$ cat src/rtl/step_controller.sv
// step_controller
//   Gates a slow divided clock into one-cycle CPU clock-enable pulses, either
//   free-running or one pulse per debounced push-button press, with a sticky
//   halt state that only reset can leave.
//
// Ports
//   clock       in   system clock, all state on rising edge
//   reset       in   asynchronous active-low reset
//   slowClock   in   divided clock, asynchronous, rising edge = tick
//   runMode     in   raw switch, 1 = free run, 0 = single step
//   stepButton  in   raw bouncing push-button, active high
//   halt        in   CPU halt request, synchronous to clock
//   cpuEnable   out  one-cycle CPU clock-enable pulse (registered)
//   state       out  registered FSM state (IDLE/RUN/STEP_WAIT/HALTED)
//   stepCount   out  number of cpuEnable pulses issued, wraps
//
// Build option
//   STEP_COUNTER_EN  defined: stepCount counts pulses; undefined: stepCount = 0
module step_controller #(
  parameter int DEBOUNCE_CYCLES = 250000,
  parameter int COUNT_WIDTH     = 16
) (
  input  logic                   clock,
  input  logic                   reset,
  input  logic                   slowClock,
  input  logic                   runMode,
  input  logic                   stepButton,
  input  logic                   halt,
  output logic                   cpuEnable,
  output logic [1:0]             state,
  output logic [COUNT_WIDTH-1:0] stepCount
);

  typedef enum logic [1:0] {
    IDLE      = 2'b00,
    RUN       = 2'b01,
    STEP_WAIT = 2'b10,
    HALTED    = 2'b11
  } state_e;

  localparam int DB_W = (DEBOUNCE_CYCLES > 1) ? $clog2(DEBOUNCE_CYCLES) : 1;

  // 2-flop synchronizers; bit [1] is the usable output
  logic [1:0] slow_sync_q, slow_sync_d;
  logic [1:0] run_sync_q,  run_sync_d;
  logic [1:0] btn_sync_q,  btn_sync_d;

  // vld_pipe[1] set once the synchronizer outputs carry real samples
  // rather than their reset values
  logic [1:0] vld_pipe_q, vld_pipe_d;

  // Edge detector. slow_arm_q keeps a slowClock that is already high at
  // reset release from producing a tick: a low level must be observed first.
  logic slow_prev_q, slow_prev_d;
  logic slow_arm_q,  slow_arm_d;
  logic tick;

  // Debouncer
  logic            db_lvl_q, db_lvl_d;
  logic [DB_W-1:0] db_cnt_q, db_cnt_d;
  logic            press;

  // FSM / output pulse
  state_e state_q, state_d;
  logic   cpu_en_q, cpu_en_d;

  logic slow_s, run_s, btn_s;
  assign slow_s = slow_sync_q[1];
  assign run_s  = run_sync_q[1];
  assign btn_s  = btn_sync_q[1];

  always_comb begin
    slow_sync_d = {slow_sync_q[0], slowClock};
    run_sync_d  = {run_sync_q[0],  runMode};
    btn_sync_d  = {btn_sync_q[0],  stepButton};
    vld_pipe_d  = {vld_pipe_q[0],  1'b1};
  end

  always_comb begin
    slow_prev_d = slow_s;
    slow_arm_d  = slow_arm_q | (vld_pipe_q[1] & ~slow_s);
    tick        = slow_arm_q & slow_s & ~slow_prev_q;
  end

  // Count consecutive samples that disagree with the accepted level; any
  // agreeing sample restarts the count. The change is accepted on the
  // DEBOUNCE_CYCLES-th disagreeing sample, and a 0->1 acceptance is a press.
  always_comb begin
    db_lvl_d = db_lvl_q;
    db_cnt_d = '0;
    press    = 1'b0;
    if (btn_s != db_lvl_q) begin
      if (db_cnt_q == DB_W'(DEBOUNCE_CYCLES - 1)) begin
        db_lvl_d = btn_s;
        press    = btn_s;
      end else begin
        db_cnt_d = db_cnt_q + 1'b1;
      end
    end
  end

  // halt beats everything, including a tick in the same cycle
  always_comb begin
    state_d  = state_q;
    cpu_en_d = 1'b0;
    unique case (state_q)
      IDLE: begin
        if (halt)       state_d = HALTED;
        else if (run_s) state_d = RUN;
        else if (press) state_d = STEP_WAIT;
      end
      RUN: begin
        if (halt)        state_d  = HALTED;
        else if (!run_s) state_d  = IDLE;   // tick in this cycle is dropped
        else if (tick)   cpu_en_d = 1'b1;
      end
      STEP_WAIT: begin
        // presses here are simply not looked at, so they are not queued
        if (halt) state_d = HALTED;
        else if (tick) begin
          cpu_en_d = 1'b1;
          state_d  = IDLE;
        end
      end
      HALTED: state_d = HALTED;
      default: state_d = IDLE;
    endcase
  end

  always_ff @(posedge clock or negedge reset) begin
    if (!reset) begin
      slow_sync_q <= '0;
      run_sync_q  <= '0;
      btn_sync_q  <= '0;
      vld_pipe_q  <= '0;
      slow_prev_q <= 1'b0;
      slow_arm_q  <= 1'b0;
      db_lvl_q    <= 1'b0;
      db_cnt_q    <= '0;
      state_q     <= IDLE;
      cpu_en_q    <= 1'b0;
    end else begin
      slow_sync_q <= slow_sync_d;
      run_sync_q  <= run_sync_d;
      btn_sync_q  <= btn_sync_d;
      vld_pipe_q  <= vld_pipe_d;
      slow_prev_q <= slow_prev_d;
      slow_arm_q  <= slow_arm_d;
      db_lvl_q    <= db_lvl_d;
      db_cnt_q    <= db_cnt_d;
      state_q     <= state_d;
      cpu_en_q    <= cpu_en_d;
    end
  end

  assign cpuEnable = cpu_en_q;
  assign state     = state_q;

`ifdef STEP_COUNTER_EN
  logic [COUNT_WIDTH-1:0] step_cnt_q, step_cnt_d;

  // counts the pulse during the cycle it is visible; natural wrap
  always_comb step_cnt_d = step_cnt_q + COUNT_WIDTH'(cpu_en_q);

  always_ff @(posedge clock or negedge reset) begin
    if (!reset) step_cnt_q <= '0;
    else        step_cnt_q <= step_cnt_d;
  end

  assign stepCount = step_cnt_q;
`else
  assign stepCount = '0;
`endif

endmodule

$ cat config.mk
export PLATFORM = sky130hd
export DESIGN_NAME = step_controller
export DESIGN_NICKNAME = d
export VERILOG_FILES = /design/src/rtl/step_controller.sv
export SDC_FILE = /design/constraint.sdc
export NUM_CORES = 1
export LEC_CHECK = 0
export BUFFER_PORTS_ARGS = -buffer_cell sky130_fd_sc_hd__buf_4
export CAP_MARGIN = 20
export CORE_MARGIN = 8
export CORE_UTILIZATION = 56
export CTS_CLUSTER_DIAMETER = 120
export CTS_CLUSTER_SIZE = 40
export DETAILED_ROUTE_END_ITERATION = 8
export PLACE_DENSITY = 0.79
export SLEW_MARGIN = 0
export SYNTH_ARGS = -nofsm -noshare
export SYNTH_HDL_FRONTEND = slang
export SYNTH_SLANG_ARGS = --single-unit
export TNS_END_PERCENT = 20
$ cat constraint.sdc
create_clock -name clock -period 2.2 [get_ports clock]
set_clock_uncertainty 0.05 [all_clocks]
set_input_delay 0.44 -clock clock [delete_from_list [all_inputs] [get_ports clock]]
set_output_delay 0.44 -clock clock [all_outputs]
set_load 0.05 [all_outputs]
# [Word level (Yosys, flattened, before mapping)]
# Index checks and enable logic that the tools add are counted.
[op_classes] add_sub_neg=1 eq_ne=8 mux=17 bitwise_logic=6 n_reduce_logical=3
[ops] op="2-to-1 mux 18 bit" n=2
[ops] op="adder 18 x 1 -> 18 bit (second input constant)" n=1
[ops] op="equality test 18 bit (second input constant)" n=1
[ops] op="2-to-1 mux 2 bit" n=7
[ops] op="one-hot mux 2 bit (4 select lines)" n=1
[ops] op="2-to-1 mux 1 bit" n=6
[ops] op="inequality test 3 bit (second input constant)" n=2
[ops] op="equality test 2 bit (second input constant)" n=2
[ops] op="inequality test 4 bit (second input constant)" n=1
[ops] op="AND 1 bit" n=3
[ops] op="AND reduction 3 bit" n=1
[ops] op="equality test 2 x 1 -> 1 bit (second input constant)" n=1
[ops] op="zero test 2 bit" n=1
[ops] op="inverter 1 bit" n=2
[ops] op="one-hot mux 1 bit (2 select lines)" n=1
[ops] op="AND reduction 2 bit" n=1
[ops] op="inequality test 1 bit" n=1
[ops] op="OR 1 bit" n=1
[totals] register_bits=32 input_bits=6 output_inout_bits=19 word_cells=45

# [Longest topological paths before layout]
[depth] ltp_word=7 mapped_depth=6 depth_no_buf=6

# [Least setup slack after synthesis]
# No wires, ideal clock.
[synth_path] path_kind="register to register" from="register state_q[0] (netlist: state[0])" to="register state_q[0] (netlist: state[0])" setup_ps=124 arrival_ps=1664 required_ps=2026 path_slack_ps=362 path_stages_with_launch=7 path_buffers=0 synth_period_minus_slack_ps=1838 cell_sequence="dfrtp_1 inv_1 ha_1 or2_2 o21a_1 o21ai_1 o2bb2ai_1"
[synth_between] elab_chain_len=3 elab_cells_between_ends=9 cone_classes="6 x eq/ne; 1 x mux; 2 x reduce/logical"
[synth_lines] element="from (decl)" line_no="64" source="state_e state_q, state_d;"
[synth_lines] element="from (signal assigned)" line_no="151" source="state_q <= state_d;"
[synth_lines] element="equality test 2 bit (tied with other cells)" line_no="106" source="unique case (state_q)"
[synth_lines] element="inequality test 3 bit (no source line) / inequality test 4 bit (equally long branches)"
[synth_lines] element="AND reduction 3 bit (no source line)"
# Parallel ways exist; a longest one is shown, timed or not.
# A chain may end at the register's enable or synchronous reset.

# [Worst setup path in the final report]
[layout_path] from="register db_cnt_q[0]" to="register db_cnt_q[5]"
[layout_between] elab_chain_len=3 elab_cells_between_ends=4 cone_classes="1 x add/sub; 1 x eq/ne; 2 x mux"
[layout_lines] element="from (decl)" line_no="60" source="logic [DB_W-1:0] db_cnt_q, db_cnt_d;"
[layout_lines] element="from (signal assigned)" line_no="150" source="db_cnt_q <= db_cnt_d;"
[layout_lines] element="adder 18 x 1 -> 18 bit / equality test 18 bit (equally long branches)" line_no="97, 93"
[layout_lines] element="2-to-1 mux 18 bit *" line_no="93" source="if (db_cnt_q == DB_W'(DEBOUNCE_CYCLES - 1)) begin"
[layout_lines] element="2-to-1 mux 18 bit *" line_no="92" source="if (btn_s != db_lvl_q) begin"
[layout_lines] element="named net db_cnt_d[5]" line_no="60"
# Mark *: on every way through the listed nets, which the timed path passes. The rest lies on a longest branch.

==> results.md <==
- Status: finished, final reports clean
- CTS tree: built
- CP Cell Sequence: ha_1, and3_1, nand4_4, o21ai_4, buf_4, nor2_1
- Critical path's slowest cell: dfrtp_1
- Largest stage delay on the critical path: between 0.4 and 0.5 ns
- Die area: 4943 µm²
- Fill cells: 225
- Final Cycle Share: 0.8048
- Hold Path Class: in -> reg
- Yosys warnings: 0
- # IOs: 25
- Vias per inst: between 5 and 6
- Clk slew on worst S/H paths: 0.09 ns
- Final layout net count: ~180
- Setup Viol. Count Final: 0
- Core ar.: between 2000 and 3000 µm²
- Post-synthesis sequential area ratio: 0.4848
- P_leak: a little over 0.8 nW
- DPL Wire Length: ~1900 µm
- Drt pass-1 iters: 4
- Via Count: between 1000 and 1500
- Die Y: 70.31 µm
- Vias in the first global route: 1037
- Layout cells sized above 1: 0.2073
- Initial Utilization: 0.5938
- Buffer count from post-CTS setup fixing: 0
- Top_reg_cell synth: dfrtp_1
- DR iter-0 viols: 47
- DR DRC count: 0
- Post-Synthesis Cells: 148
- Final hold violations: 0
- Die Wd: around 70 µm
- Max-cap viol count: 0
- Adder-cell share of the synthesized area: 0.04545
- Number of synthesized flops with an enable pin: 0
- Crit path max fanout: 18
- RSZ-0062 raised after global routing: no
- Buffers & Inverters on Critical Path: 1
- Post-synthesis xor/xnor area fraction: 0.09015
- Fmax: around 0.56 GHz
- Syn Std Cell Area: around 1700 µm²
- Gpl congestion: 0.8816
- Grt total ovfl: 0
- Commonest non-fill, non-tap cell in the layout: dfrtp_1
- ANT cells: 0
- Post-DRT Antenna Nets: 0
- Syn avg cell area: between 10 and 15 µm²
- Clock Sinks: 32
- H-tree Lvls: 2
- Multi-input gate area: roughly 760 µm²
- Initial antenna violation count: 0
- Maximum vdd drop: 0.8301 mV
- Clock buffer count from CTS: 5
- Clock latency on the worst-skew pair: ~0.33 ns
- Post-route minimum period: ~1.8 ns
- Setup tns final: 0 ns
- Crit path max-delay family: simple AND/OR/NAND/NOR gates
- Register area: between 800 and 900 µm²
- Commonest non-fill, non-tap cells in the layout: dfrtp_1 (32), conb_1 (17), xor2_1 (12)
- Synth Area in Compound Gates: 0.06061
- Design Power: 1.509 mW
- Fraction of synthesized area in multiplexers: 0
- CP startpoint kind: flip-flop
- Power per cell area: between 800 and 900 nW/µm²
- Avg WL per Cell: 13.06 µm
- Flop and latch count out of synthesis: 32
- Synth unique cells: 36
- # port buffers: 8
- Critical path arrival: around 1.9 ns
- CP Data Required Time: roughly 2.4 ns
- GRT Overall Usage: 0.1113
- Critical Path Sink Type: flip-flop
- Area grow syn2layout: 7.121%
- Async S/R FF share, synth: 1.000
- Final wirelength: between 2000 and 3000 µm
- Global-route wire length before repair: 4574 µm
- Main combinational cell family by area after synthesis: simple AND/OR/NAND/NOR gates
- CTS Buffer Depth: 2
- Final Max Tran Viols: 0
- Clock Tree Root: clkbuf_4
- Crit Path Category: reg -> reg
- Std-Cell Rows: 19
- Post-synthesis simple-gate area fraction: 0.2235
- Pin count of the biggest net entering global routing: 33
-- synthesized netlist by cell type (3+ instances only) --
library cell	instances	area [µm²]
and4_1	3	26.28
nand2_1	6	22.52
xnor2_1	5	43.79
nor2_2	10	62.56
inv_1	5	18.77
nand3_1	6	30.03
nand4_1	3	18.77
dfrtp_1	32	800.8
buf_4	16	120.1
and3_1	3	18.77
xor2_1	12	105.1
nor2_1	11	41.29
ha_1	6	75.07
-- power by group --
| group | switching (mW) | total, mW | leakage [nW] | internal (mW) |
|---|---|---|---|---|
| sequential | 0.0354 | 0.658 | 0.414 | 0.623 |
| clock | 0.189 | 0.427 | 0.0422 | 0.238 |
| combinational | 0.286 | 0.424 | 0.350 | 0.138 |
-- area by class of cell --
| cell class | count | area share |
|---|---|---|
| Tap cell | 31 | 0.02192 |
| Timing Repair Buffer | 10 | 0.04385 |
| Clock buffer | 6 | 0.02334 |
| Inverter | 5 | 0.01061 |
| Sequential cell | 32 | 0.4526 |
| Clock inverter | 2 | 0.01980 |
| Multi-Input combinational cell | 109 | 0.4279 |
-- metrics by stage --
stage,util,hold WS (ns),setup WS (ns),cells,instance area [µm²]
finish,0.6361,0.1573,0.4295,195,1769
global route,0.6361,0.1405,0.3137,195,1769
CTS,0.6361,0.1462,0.4255,195,1769
detailed placement,0.6050,0.2855,0.4450,186,1683
global placement,0.6050,0.2823,0.5483,186,1683
floorplan,-,0.09441,0.3619,163,1708
-- logic make-up after synthesis --
family | after synthesis
xor gates and xnor gates | 17
buffers and inverters | 22
DFF | 32
adders and majority gates | 6
AOI/OAI and AO/OA | 14
other | 2
and+or+nand+nor | 55
-- sequential cells by signal (all words and copies together) (netlist names) --
signal / cells
vld_pipe_q: 2
db_cnt_q: 18
slow_sync_q: 2
db_lvl_q: 1
slow_arm_q: 1
btn_sync_q: 2
run_sync_q: 2
slow_prev_q: 1
state: 2
cpuEnable: 1
-- metal layers --
metal | part of all wire | up-vias | track usage
met2 | 0.46 | 38 | 0.1690
met1 | 0.42 | 479 | 0.1244
met5 | 0 | - | 0
met3 | 0.093 | 7 | 0.05226
li1 | - | 492 | -
met4 | 0.023 | 0 | 0.06473
-- final timing paths --
path	startpoint	endpoint	slack, ns	cells after the start
setup / recovery	db_cnt_q[0]$_DFF_PN0_	db_cnt_q[5]$_DFF_PN0_	0.43	6
hold / removal	stepButton	btn_sync_q[0]$_DFF_PN0_	0.16	1
setup reg to reg	db_cnt_q[0]$_DFF_PN0_	db_cnt_q[5]$_DFF_PN0_	0.43	6
hold reg to reg	run_sync_q[0]$_DFF_PN0_	run_sync_q[1]$_DFF_PN0_	0.31	0
max in group asynchronous	reset	db_cnt_q[7]$_DFF_PN0_	1.32	2
min in group asynchronous	reset	db_cnt_q[6]$_DFF_PN0_	0.51	2
-- timing repair --
action                                 in CTS  in global routing
endpoints found under the hold margin      32                  0
hold buffers                                1                  0
resized for setup                           0                  0
No activity file was read; power rests on OpenSTA's default activity.
